## src/rtl/digit_serial_addsub_if.sv

```systemverilog
// ---------------------------------------------------------------------------
// digit_serial_addsub_if
//   Operand/result bus of the digit-serial adder/subtractor.
//
//   Operand side : in_valid / in_ready handshake carrying A, B and SUB.
//   Result side  : out_valid / out_ready handshake carrying RESULT,
//                  CARRY_BORROW and OVERFLOW.
//
//   Modports:
//     master - operand source / result consumer (drives operands, out_ready)
//     slave  - the arithmetic block (drives in_ready, results, flags)
//
//   Parameter N : operand/result width in bits.
// ---------------------------------------------------------------------------
interface digit_serial_addsub_if #(
    parameter int N = 8
);

    logic         in_valid;
    logic         in_ready;
    logic [N-1:0] A;
    logic [N-1:0] B;
    logic         SUB;

    logic         out_valid;
    logic         out_ready;
    logic [N-1:0] RESULT;
    logic         CARRY_BORROW;
    logic         OVERFLOW;

    modport master (
        output in_valid,
        output A,
        output B,
        output SUB,
        output out_ready,
        input  in_ready,
        input  out_valid,
        input  RESULT,
        input  CARRY_BORROW,
        input  OVERFLOW
    );

    modport slave (
        input  in_valid,
        input  A,
        input  B,
        input  SUB,
        input  out_ready,
        output in_ready,
        output out_valid,
        output RESULT,
        output CARRY_BORROW,
        output OVERFLOW
    );

endinterface

```

## src/rtl/digit_serial_addsub.sv

```systemverilog
// ---------------------------------------------------------------------------
// digit_serial_addsub
//   Multi-cycle two's-complement adder/subtractor. An N-bit operand pair is
//   processed D bits per clock, least-significant digit first, so a result
//   is produced N/D cycles after the operands are accepted.
//
//   Ports:
//     clk    - system clock, rising edge active
//     rst_n  - asynchronous active-low reset
//     bus    - digit_serial_addsub_if.slave
//                in_valid/in_ready  operand handshake (in_ready high in IDLE)
//                A, B, SUB          operands and mode (0: A+B, 1: A-B)
//                out_valid/out_ready result handshake
//                RESULT             sum/difference modulo 2^N
//                CARRY_BORROW       add: carry out, sub: borrow (= ~carry)
//                OVERFLOW           signed overflow
//
//   Parameters:
//     N - operand width, N >= 2
//     D - digit width, must divide N; D == N gives single-cycle compute
//
//   Build option:
//     ADDSUB_SAT_EN - when defined, RESULT clamps to the signed limits on
//                     overflow (flags still report the raw condition). When
//                     undefined RESULT wraps and no clamp logic exists.
//
//   RESULT and the flags only change on the completing edge; they hold the
//   previous result through IDLE and RUN.
// ---------------------------------------------------------------------------
module digit_serial_addsub #(
    parameter int N = 8,
    parameter int D = 2
) (
    input  logic                  clk,
    input  logic                  rst_n,
    digit_serial_addsub_if.slave  bus
);

    localparam int NDIG  = N / D;
    localparam int CNT_W = (NDIG > 1) ? $clog2(NDIG) : 1;
    localparam logic [CNT_W-1:0] LAST_DIG = CNT_W'(NDIG - 1);

    typedef enum logic [1:0] {
        IDLE = 2'd0,
        RUN  = 2'd1,
        DONE = 2'd2
    } state_t;

    state_t           state_q, state_d;
    logic [CNT_W-1:0] cnt_q, cnt_d;
    logic             carry_q, carry_d;
    logic             mode_q, mode_d;
    logic [N-1:0]     a_q, a_d;
    logic [N-1:0]     b_q, b_d;
    logic [N-1:0]     part_q, part_d;
    logic [N-1:0]     result_q, result_d;
    logic             cb_q, cb_d;
    logic             ovf_q, ovf_d;

`ifdef ADDSUB_SAT_EN
    localparam logic signed [N-1:0] SAT_MAX = {1'b0, {(N-1){1'b1}}};
    localparam logic signed [N-1:0] SAT_MIN = {1'b1, {(N-1){1'b0}}};

    // On overflow the sign of A tells which way the true result ran off:
    // A non-negative means it overflowed upwards.
    function automatic logic [N-1:0] saturate(input logic [N-1:0] raw,
                                              input logic         ovf,
                                              input logic         a_neg);
        if (!ovf) begin
            return raw;
        end
        return a_neg ? SAT_MIN : SAT_MAX;
    endfunction
`endif

    // ---- digit slice: one D-bit add per cycle ----
    logic [D-1:0]   a_dig;
    logic [D-1:0]   b_dig;
    logic [D:0]     dig_sum;
    logic           cin_msb;
    logic           ovf_next;
    logic [N+D-1:0] part_cat;
    logic [N-1:0]   part_next;

    always_comb begin
        a_dig   = a_q[int'(cnt_q) * D +: D];
        b_dig   = b_q[int'(cnt_q) * D +: D];
        dig_sum = {1'b0, a_dig} + {1'b0, b_dig} + (D+1)'(carry_q);
        // Sum bit = a ^ b ^ cin, so the carry that entered the top bit of
        // the digit can be recovered from the sum without a second adder.
        cin_msb  = dig_sum[D-1] ^ a_dig[D-1] ^ b_dig[D-1];
        ovf_next = cin_msb ^ dig_sum[D];
        // New digit enters at the top; after N/D shifts the first digit
        // sits at bit 0 and the partial register holds the full result.
        part_cat  = {dig_sum[D-1:0], part_q};
        part_next = part_cat[N+D-1:D];
    end

    // ---- control / next state ----
    always_comb begin
        state_d  = state_q;
        cnt_d    = cnt_q;
        carry_d  = carry_q;
        mode_d   = mode_q;
        a_d      = a_q;
        b_d      = b_q;
        part_d   = part_q;
        result_d = result_q;
        cb_d     = cb_q;
        ovf_d    = ovf_q;

        case (state_q)
            IDLE: begin
                if (bus.in_valid) begin
                    a_d     = bus.A;
                    // Subtraction is A + ~B + 1: invert here, carry-in 1.
                    b_d     = bus.B ^ {N{bus.SUB}};
                    carry_d = bus.SUB;
                    mode_d  = bus.SUB;
                    cnt_d   = '0;
                    part_d  = '0;
                    state_d = RUN;
                end
            end

            RUN: begin
                carry_d = dig_sum[D];
                part_d  = part_next;
                cnt_d   = cnt_q + CNT_W'(1);
                if (cnt_q == LAST_DIG) begin
`ifdef ADDSUB_SAT_EN
                    result_d = saturate(part_next, ovf_next, a_q[N-1]);
`else
                    result_d = part_next;
`endif
                    cb_d    = dig_sum[D] ^ mode_q;
                    ovf_d   = ovf_next;
                    cnt_d   = '0;
                    state_d = DONE;
                end
            end

            DONE: begin
                // in_valid is deliberately ignored here; a new operand is
                // only taken once back in IDLE.
                if (bus.out_ready) begin
                    state_d = IDLE;
                end
            end

            default: begin
                state_d = IDLE;
            end
        endcase
    end

    // ---- state registers ----
    always_ff @(posedge clk or negedge rst_n) begin
        if (!rst_n) begin
            state_q  <= IDLE;
            cnt_q    <= '0;
            carry_q  <= 1'b0;
            mode_q   <= 1'b0;
            a_q      <= '0;
            b_q      <= '0;
            part_q   <= '0;
            result_q <= '0;
            cb_q     <= 1'b0;
            ovf_q    <= 1'b0;
        end else begin
            state_q  <= state_d;
            cnt_q    <= cnt_d;
            carry_q  <= carry_d;
            mode_q   <= mode_d;
            a_q      <= a_d;
            b_q      <= b_d;
            part_q   <= part_d;
            result_q <= result_d;
            cb_q     <= cb_d;
            ovf_q    <= ovf_d;
        end
    end

    // ---- outputs ----
    assign bus.in_ready     = (state_q == IDLE);
    assign bus.out_valid    = (state_q == DONE);
    assign bus.RESULT       = result_q;
    assign bus.CARRY_BORROW = cb_q;
    assign bus.OVERFLOW     = ovf_q;

endmodule

```

## src/flat_wrapper.sv

```systemverilog
// flat-port wrapper written by rule: the top's interface ports become plain ports
module digit_serial_addsub_flat 
#(
    parameter int N = 8,
    parameter int D = 2
)
  (clk, rst_n, bus_in_valid, bus_A, bus_B, bus_SUB, bus_out_ready, bus_in_ready, bus_out_valid, bus_RESULT, bus_CARRY_BORROW, bus_OVERFLOW);
  digit_serial_addsub_if #(.N(N)) bus_i ();
  input  logic clk;
  input  logic rst_n;
  input wire logic [$bits(bus_i.in_valid)-1:0] bus_in_valid;
  input wire logic [$bits(bus_i.A)-1:0] bus_A;
  input wire logic [$bits(bus_i.B)-1:0] bus_B;
  input wire logic [$bits(bus_i.SUB)-1:0] bus_SUB;
  input wire logic [$bits(bus_i.out_ready)-1:0] bus_out_ready;
  output wire logic [$bits(bus_i.in_ready)-1:0] bus_in_ready;
  output wire logic [$bits(bus_i.out_valid)-1:0] bus_out_valid;
  output wire logic [$bits(bus_i.RESULT)-1:0] bus_RESULT;
  output wire logic [$bits(bus_i.CARRY_BORROW)-1:0] bus_CARRY_BORROW;
  output wire logic [$bits(bus_i.OVERFLOW)-1:0] bus_OVERFLOW;
  assign bus_i.in_valid = bus_in_valid;
  assign bus_i.A = bus_A;
  assign bus_i.B = bus_B;
  assign bus_i.SUB = bus_SUB;
  assign bus_i.out_ready = bus_out_ready;
  assign bus_in_ready = bus_i.in_ready;
  assign bus_out_valid = bus_i.out_valid;
  assign bus_RESULT = bus_i.RESULT;
  assign bus_CARRY_BORROW = bus_i.CARRY_BORROW;
  assign bus_OVERFLOW = bus_i.OVERFLOW;
  digit_serial_addsub #(.N(N), .D(D)) u_core (.clk(clk), .rst_n(rst_n), .bus(bus_i));
endmodule
```

## config.mk

```make
export PLATFORM = sky130hd
export DESIGN_NAME = digit_serial_addsub_flat
export DESIGN_NICKNAME = d
export VERILOG_FILES = /design/src/rtl/digit_serial_addsub_if.sv /design/src/rtl/digit_serial_addsub.sv /design/src/flat_wrapper.sv
export SDC_FILE = /design/constraint.sdc
export NUM_CORES = 1
export LEC_CHECK = 0
export ABC_AREA = 1
export CORE_MARGIN = 2
export CORE_UTILIZATION = 40
export CTS_CLUSTER_SIZE = 12
export DETAILED_ROUTE_END_ITERATION = 6
export GPL_ROUTABILITY_DRIVEN = 1
export GPL_TIMING_DRIVEN = 1
export PLACE_DENSITY = 0.66
export SKIP_LAST_GASP = 1
export SLEW_MARGIN = 40
export SYNTH_ARGS = -nofsm -noshare
export SYNTH_HDL_FRONTEND = slang
export SYNTH_SLANG_ARGS = --single-unit
```

## constraint.sdc

```tcl
create_clock -name clk -period 2.3 [get_ports clk]
set_input_delay 0.46 -clock clk [delete_from_list [all_inputs] [get_ports clk]]
set_output_delay 0.46 -clock clk [all_outputs]
set_load 0.03 [all_outputs]
```

* Word level (Yosys, flattened, before mapping)
Index checks and enable logic that the tools add are counted.
** Word-level totals
- Bits in latches :: 0
- Memories :: 0
- Output and inout bits :: 12
- Memory bits (writable) :: 0
- Memory bits (read-only) :: 0
- Input port bits :: 21
- Register bits :: 40
** Operators by class
- Equality and inequality tests :: 6
- Bitwise operators :: 5
- Shift operators :: 2
- Reduce and logical (&&, ||, !) cells :: 6
- $mul :: 0
- Magnitude comparators :: 0
- Div/mod/pow operators :: 0
- Add/subtract/negate cells :: 3
- Mux-type cells :: 11
** Operators with widths (count)
- 8-bit case mux with 2 select lines :: 1
- 8-bit by 4-bit indexed part select with 2-bit output :: 2
- 2-bit 2-to-1 mux :: 5
- 8-bit 2-to-1 mux :: 1
- 8-bit bitwise XOR :: 1
- 2-bit case mux with 3 select lines :: 1
- 2-bit AND reduction :: 3
- 2-bit equality test, second input constant :: 2
- 2-bit != test, second input constant :: 2
- 2-bit case mux with 2 select lines :: 1
- 1-bit bitwise XOR :: 4
- 2-bit by 2-bit adder with 3-bit output :: 1
- 3-bit by 1-bit adder with 3-bit output :: 1
- 3-bit AND reduction :: 1
- 2-bit by 1-bit adder with 2-bit output, second input constant :: 1
- 2-bit by 1-bit equality test with 1-bit output, second input constant :: 1
- 2-bit logical NOT :: 1
- 2-bit by 1-bit != test with 1-bit output, second input constant :: 1
- 1-bit case mux with 2 select lines :: 1
- 2-bit nonzero test :: 1
- 1-bit 2-to-1 mux :: 1

* Depth between registers and ports, before layout
Gate-level depths: netlist of the first run.
- Depth in word-level cells :: 6
- Depth in mapped cells :: 15
- Mapped depth without buffers :: 15

* Worst setup path before layout of the first run
OpenSTA, ideal clock, no wires.
- Path type :: register to register
- Start :: reg u_core.cnt_q[0]
- End :: reg u_core.ovf_q, in the netlist u_core.bus.OVERFLOW
- Setup time :: 0.117 ns
- Required time :: 2.183 ns
- Setup slack :: 0.019 ns
- Clock period less this slack :: 2.281 ns
- Data arrival time :: 2.164 ns
- Buffers on the path :: 1
- Cell stages (with the launch flop) :: 14
- Cell sequence :: dfrtp_1 -> buf_4 -> o21ai_0 -> o22ai_1 -> fa_1 -> fa_1 -> inv_1 -> nand2_1 -> nand2_1 -> nand3_1 -> nand2_1 -> nand2_1 -> nand3_1 -> nand2_1
** On the way
- Word-level cells in the longest chain between the ends :: 6
- Elaborated cells on any way between the ends :: 9
** RTL lines
- start, declared :: line digit_serial_addsub.sv:50 : logic [CNT_W-1:0] cnt_q, cnt_d;
- start signal, assigned :: line digit_serial_addsub.sv:172 : cnt_q <= cnt_d;
- 8-bit by 4-bit indexed part select with 2-bit output (on tied branches) :: line digit_serial_addsub.sv:86, digit_serial_addsub.sv:87
- 2-bit by 2-bit adder with 3-bit output * :: line digit_serial_addsub.sv:88 : dig_sum = {1'b0, a_dig} + {1'b0, b_dig} + (D+1)'(carry_q);
- 3-bit by 1-bit adder with 3-bit output * :: line digit_serial_addsub.sv:88
- named net u_core.dig_sum[1] :: line digit_serial_addsub.sv:79 : logic [D:0] dig_sum;
- 1-bit bitwise XOR * (2 in series) :: line digit_serial_addsub.sv:91 : cin_msb = dig_sum[D-1] ^ a_dig[D-1] ^ b_dig[D-1];
- 1-bit bitwise XOR * :: line digit_serial_addsub.sv:92 : ovf_next = cin_msb ^ dig_sum[D];
- end signal, assigned :: line digit_serial_addsub.sv:180 : ovf_q <= ovf_d;
- end, declared :: line digit_serial_addsub.sv:58 : logic ovf_q, ovf_d;
Mark *: on every way through the listed nets, which the timed path passes. The rest lies on a longest branch.
A chain may end at the register's enable or synchronous reset.

* Worst setup path after layout of the first run
Ends and elaborated chain as after synthesis.

==> summary.txt, run 1 <==
Timing
  – Final Hold Fails: 0
  – Tcrit/Tclk final: between 90% and 100%
  – Rel. slew slack: about 65%
  – Worst-margin pin slew: about 0.52 ns
  – Clock skew: 0.00241 ns
  – Fmax: 439 MHz
  – RSZ-0062 raised after global routing: yes
  – Max-slew violation count: 0
  – Hold WS: 0.125 ns
  – Final setup vio count: 0
  – Min Tclk post-route: 2.28 ns

Logic synthesis
  – Synthesized cell area: 0.00184 mm²
  – Async S/R FF share, synth: between 90% and 100%
  – Syn Nets: 217
  – Number of flops mapped to enable cells by yosys: 0
  – Top cell type's share of synthesized area: about 52%
  – Library cells used by synthesis: 24
  – Synth warn: 0
  – Post-Syn Instances: 193
  – Top post-synthesis cells by area: dfrtp_1, nand2_1, o21ai_2
  – Synth area leader: dfrtp_1
  – Commonest register cell after synthesis: dfrtp_1
  – Synthesis-stage register bit count: 38
  – Top-count cell post-synth: nand2_1
  – Avg Inst Size Synth: 9.54 µm²
  – Register area share after synthesis: between 50% and 60%
  – Commonest cells post-synth: nand2_1, dfrtp_1, inv_1, o21ai_0, o21ai_2

Placed design
  – RePlAce Congestion: between 0.8 and 0.9
  – Port Buffers: 32
  – DP Area: 0.00221 mm²
  – Post-DP HPWL: approximately 2.3 mm

Outcome
  – Run status: finished clean

Clock tree
  – Clock buffer count from CTS: 5
  – CTS Hold Buffers Added: 0
  – CTS clk-pin slew, worst paths: 0.07 ns
  – Clock tree sinks: 38
  – Post-CTS resize count: 6
  – Clock root buffer master: clkbuf_8
  – Worst-Skew Late Latency: 0.29 ns
  – CTS tree: built
  – Setup Buffers After CTS: 0
  – H-tree levels: 2
  – Clock Tree Buf Depth: 2

Setup path
  – Critical path's most frequent cell: nand2_1
  – Slowest stage cell, crit path: fa_1
  – Critical path, cell by cell: buf_6 -> o21ai_1 -> o22ai_1 -> fa_2 -> fa_1 -> inv_2 -> nand2_1 -> nand2_1 -> inv_1 -> nand2_1 -> nand2_1 -> nand2_1 -> nand3_1 -> nand2_1
  – CP Launch Type: flop
  – Max incr delay on CP: about 0.53 ns
  – CP required: 2.48 ns
  – CP Capture Type: flop
  – Crit path DAT: ~2.5 ns
  – Crit path max fanout: 6
  – Top cell family by delay on the critical path: adder cells
  – Worst Path Buf+Inv: 3
  – Crit Path Category: flop to flop

Route
  – Routed Antenna Nets: 0
  – Via count: 1338
  – DRT iter0 DRCs: 45
  – Mean routed wirelength per cell: about 11 µm
  – DRC viols: 0
  – Drt pass-1 iters: 4
  – Vias per cell: 4.71
  – Final WL: 3.26 mm

Final layout
  – Fill cells: a little over 400
  – ANT cells: 0
  – Share of cells above drive strength 1: 18.5%
  – Reg area: approximately 950 µm²
  – Cell area after layout: 0.00233 mm²
  – Area of the multi-input gates: around 750 µm²
  – Area grow syn2layout: 26.3%
  – Final nets: 255
  – Fin util: 53.1%

Global routing
  – Gr ovfl total: 0
  – GRT Util Overall: 14.5%
  – Met1 usage: 17.7%
  – Vias in the first global route: 1318
  – Met2 GRT Util: 23.8%
  – Largest net degree at the start of global routing: 39
  – First-pass GRT wire length: 5.81 mm
  – Initial antenna violation count: 0
  – Global-route track usage on met3: 4.36%
  – GR peak layer: met2

Floorplanning
  – DIE HEIGHT: 71.9 µm
  – Chip width: 71.9 µm
  – Area of the core: 0.00438 mm²
  – Io pins: 33
  – Initial core utilization: 42.0%
  – Die Area: 0.00516 mm²
  – # rows: 24

Power
  – Combinational Power Share: between 50% and 60%
  – Clock power frac: 13.7%
  – Sw Share: approximately 43%
  – Pleak: 1.09 nW
  – VDD IR max: 0.582 mV
  – Int Pwr: 2.20 mW
  – Share of power burned in registers: 30.2%
  – Power Density: 1660 mW/mm²
  – Psw: 1.66 mW

Min path
  – Hold Path Class: primary input to async pin

Flow run
  – Max Cap Viol: 0
[cell families (layout without fill, tap and decap cells)]
family / after synthesis / count (layout) / share of synthesized area (%)
AOI/OAI and AO/OA: 33 / 33 / 13.9
xor gates and xnor gates: 9 / 9 / 4.28
adders and majority gates: 3 / 3 / 2.85
buffers and inverters: 26 / 65 / 7.54
DFF: 38 / 38 / 51.6
and+or+nand+nor: 84 / 84 / 19.8
[registers in the layout, summed over array words and instances, names as in the netlist]
signal and flops:
u_core.bus.OVERFLOW 1, u_core.bus.RESULT 8, u_core.part_q 6, u_core.carry_q 1
u_core.mode_q 1, u_core.cnt_q 2, u_core.b_q 8, u_core.state_q 2
u_core.a_q 8, u_core.bus.CARRY_BORROW 1
[placed cells by master (no fill, tap or decap), types with 4 or more instances in the layout]
master / n
inv_2: 4
o21ai_2: 10
clkbuf_8: 8
clkdlybuf4s50_1: 31
inv_1: 14
xnor2_1: 9
o21ai_1: 6
o22ai_2: 6
nand3_1: 7
dfrtp_1: 37
o21ai_0: 7
buf_4: 5
nand2_1: 67
nor2_1: 5
[path summary, 6_finish.rpt]
path / from / end / slack, ns / cells past startpoint
max in group asynchronous: rst_n / u_core.cnt_q[0]$_DFFE_PN0P_ / 1.82 / 1
hold reg to reg: u_core.bus.RESULT[5]$_DFFE_PN0P_ / u_core.bus.RESULT[5]$_DFFE_PN0P_ / 0.48 / 2
min in group clk: u_core.bus.RESULT[5]$_DFFE_PN0P_ / u_core.bus.RESULT[5]$_DFFE_PN0P_ / 0.48 / 2
setup reg to reg: u_core.cnt_q[0]$_DFFE_PN0P_ / u_core.bus.OVERFLOW$_DFFE_PN0P_ / 0.02 / 14
hold / removal: rst_n / u_core.bus.RESULT[2]$_DFFE_PN0P_ / 0.13 / 1
setup / recovery: u_core.cnt_q[0]$_DFFE_PN0P_ / u_core.bus.OVERFLOW$_DFFE_PN0P_ / 0.02 / 14
[power by group through the flow]
stage / Sequential (mW) / Clock (mW) / Combinational (mW)
floorplan: 1.27 / 0 / 1.43
global placement: 1.17 / 0 / 2.08
detailed placement: 1.17 / 0 / 2.16
CTS: 1.17 / 0.550 / 2.18
global route: 1.20 / 0.570 / 2.42
finish: 1.16 / 0.526 / 2.16
[per-stage QoR]
stage	power, mW	std cells	setup TNS, ns	setup slack [ns]
2_1_floorplan	2.70	193	0	0.0186
3_3_place_gp	3.25	276	0	0.0329
3_5_place_dp	3.33	276	-0.0489	-0.0489
4_1_cts	3.89	284	0	0.00860
5_1_grt	4.19	284	-0.136	-0.136
6_report	3.85	284	0	0.0228
[per-layer routing]
| metal | up-vias | routed length (µm) | part of all wire, % |
|---|---|---|---|
| met5 | - | 0 | 0 |
| met4 | 0 | 78 | 2.4 |
| met3 | 10 | 174 | 5.3 |
| met2 | 33 | 1480 | 45 |
| met1 | 612 | 1530 | 47 |
| li1 | 683 | - | - |
[final cells by class]
cell class | instances | area share [%]
timing repair buffer | 37 | 15.4
clock buffer | 8 | 4.73
sequential | 38 | 40.9
inverter | 20 | 3.66
multi-input combinational | 129 | 32.4
tap | 52 | 2.80
Power figures use the tool's default switching activity.
==> inputs of run 2 (changes only) <==
Settings changed: HOLD_SLACK_MARGIN from default to 0.06.
==> results of run 2 <==
Final layout, timing and power as in run 1 (identical DEF).
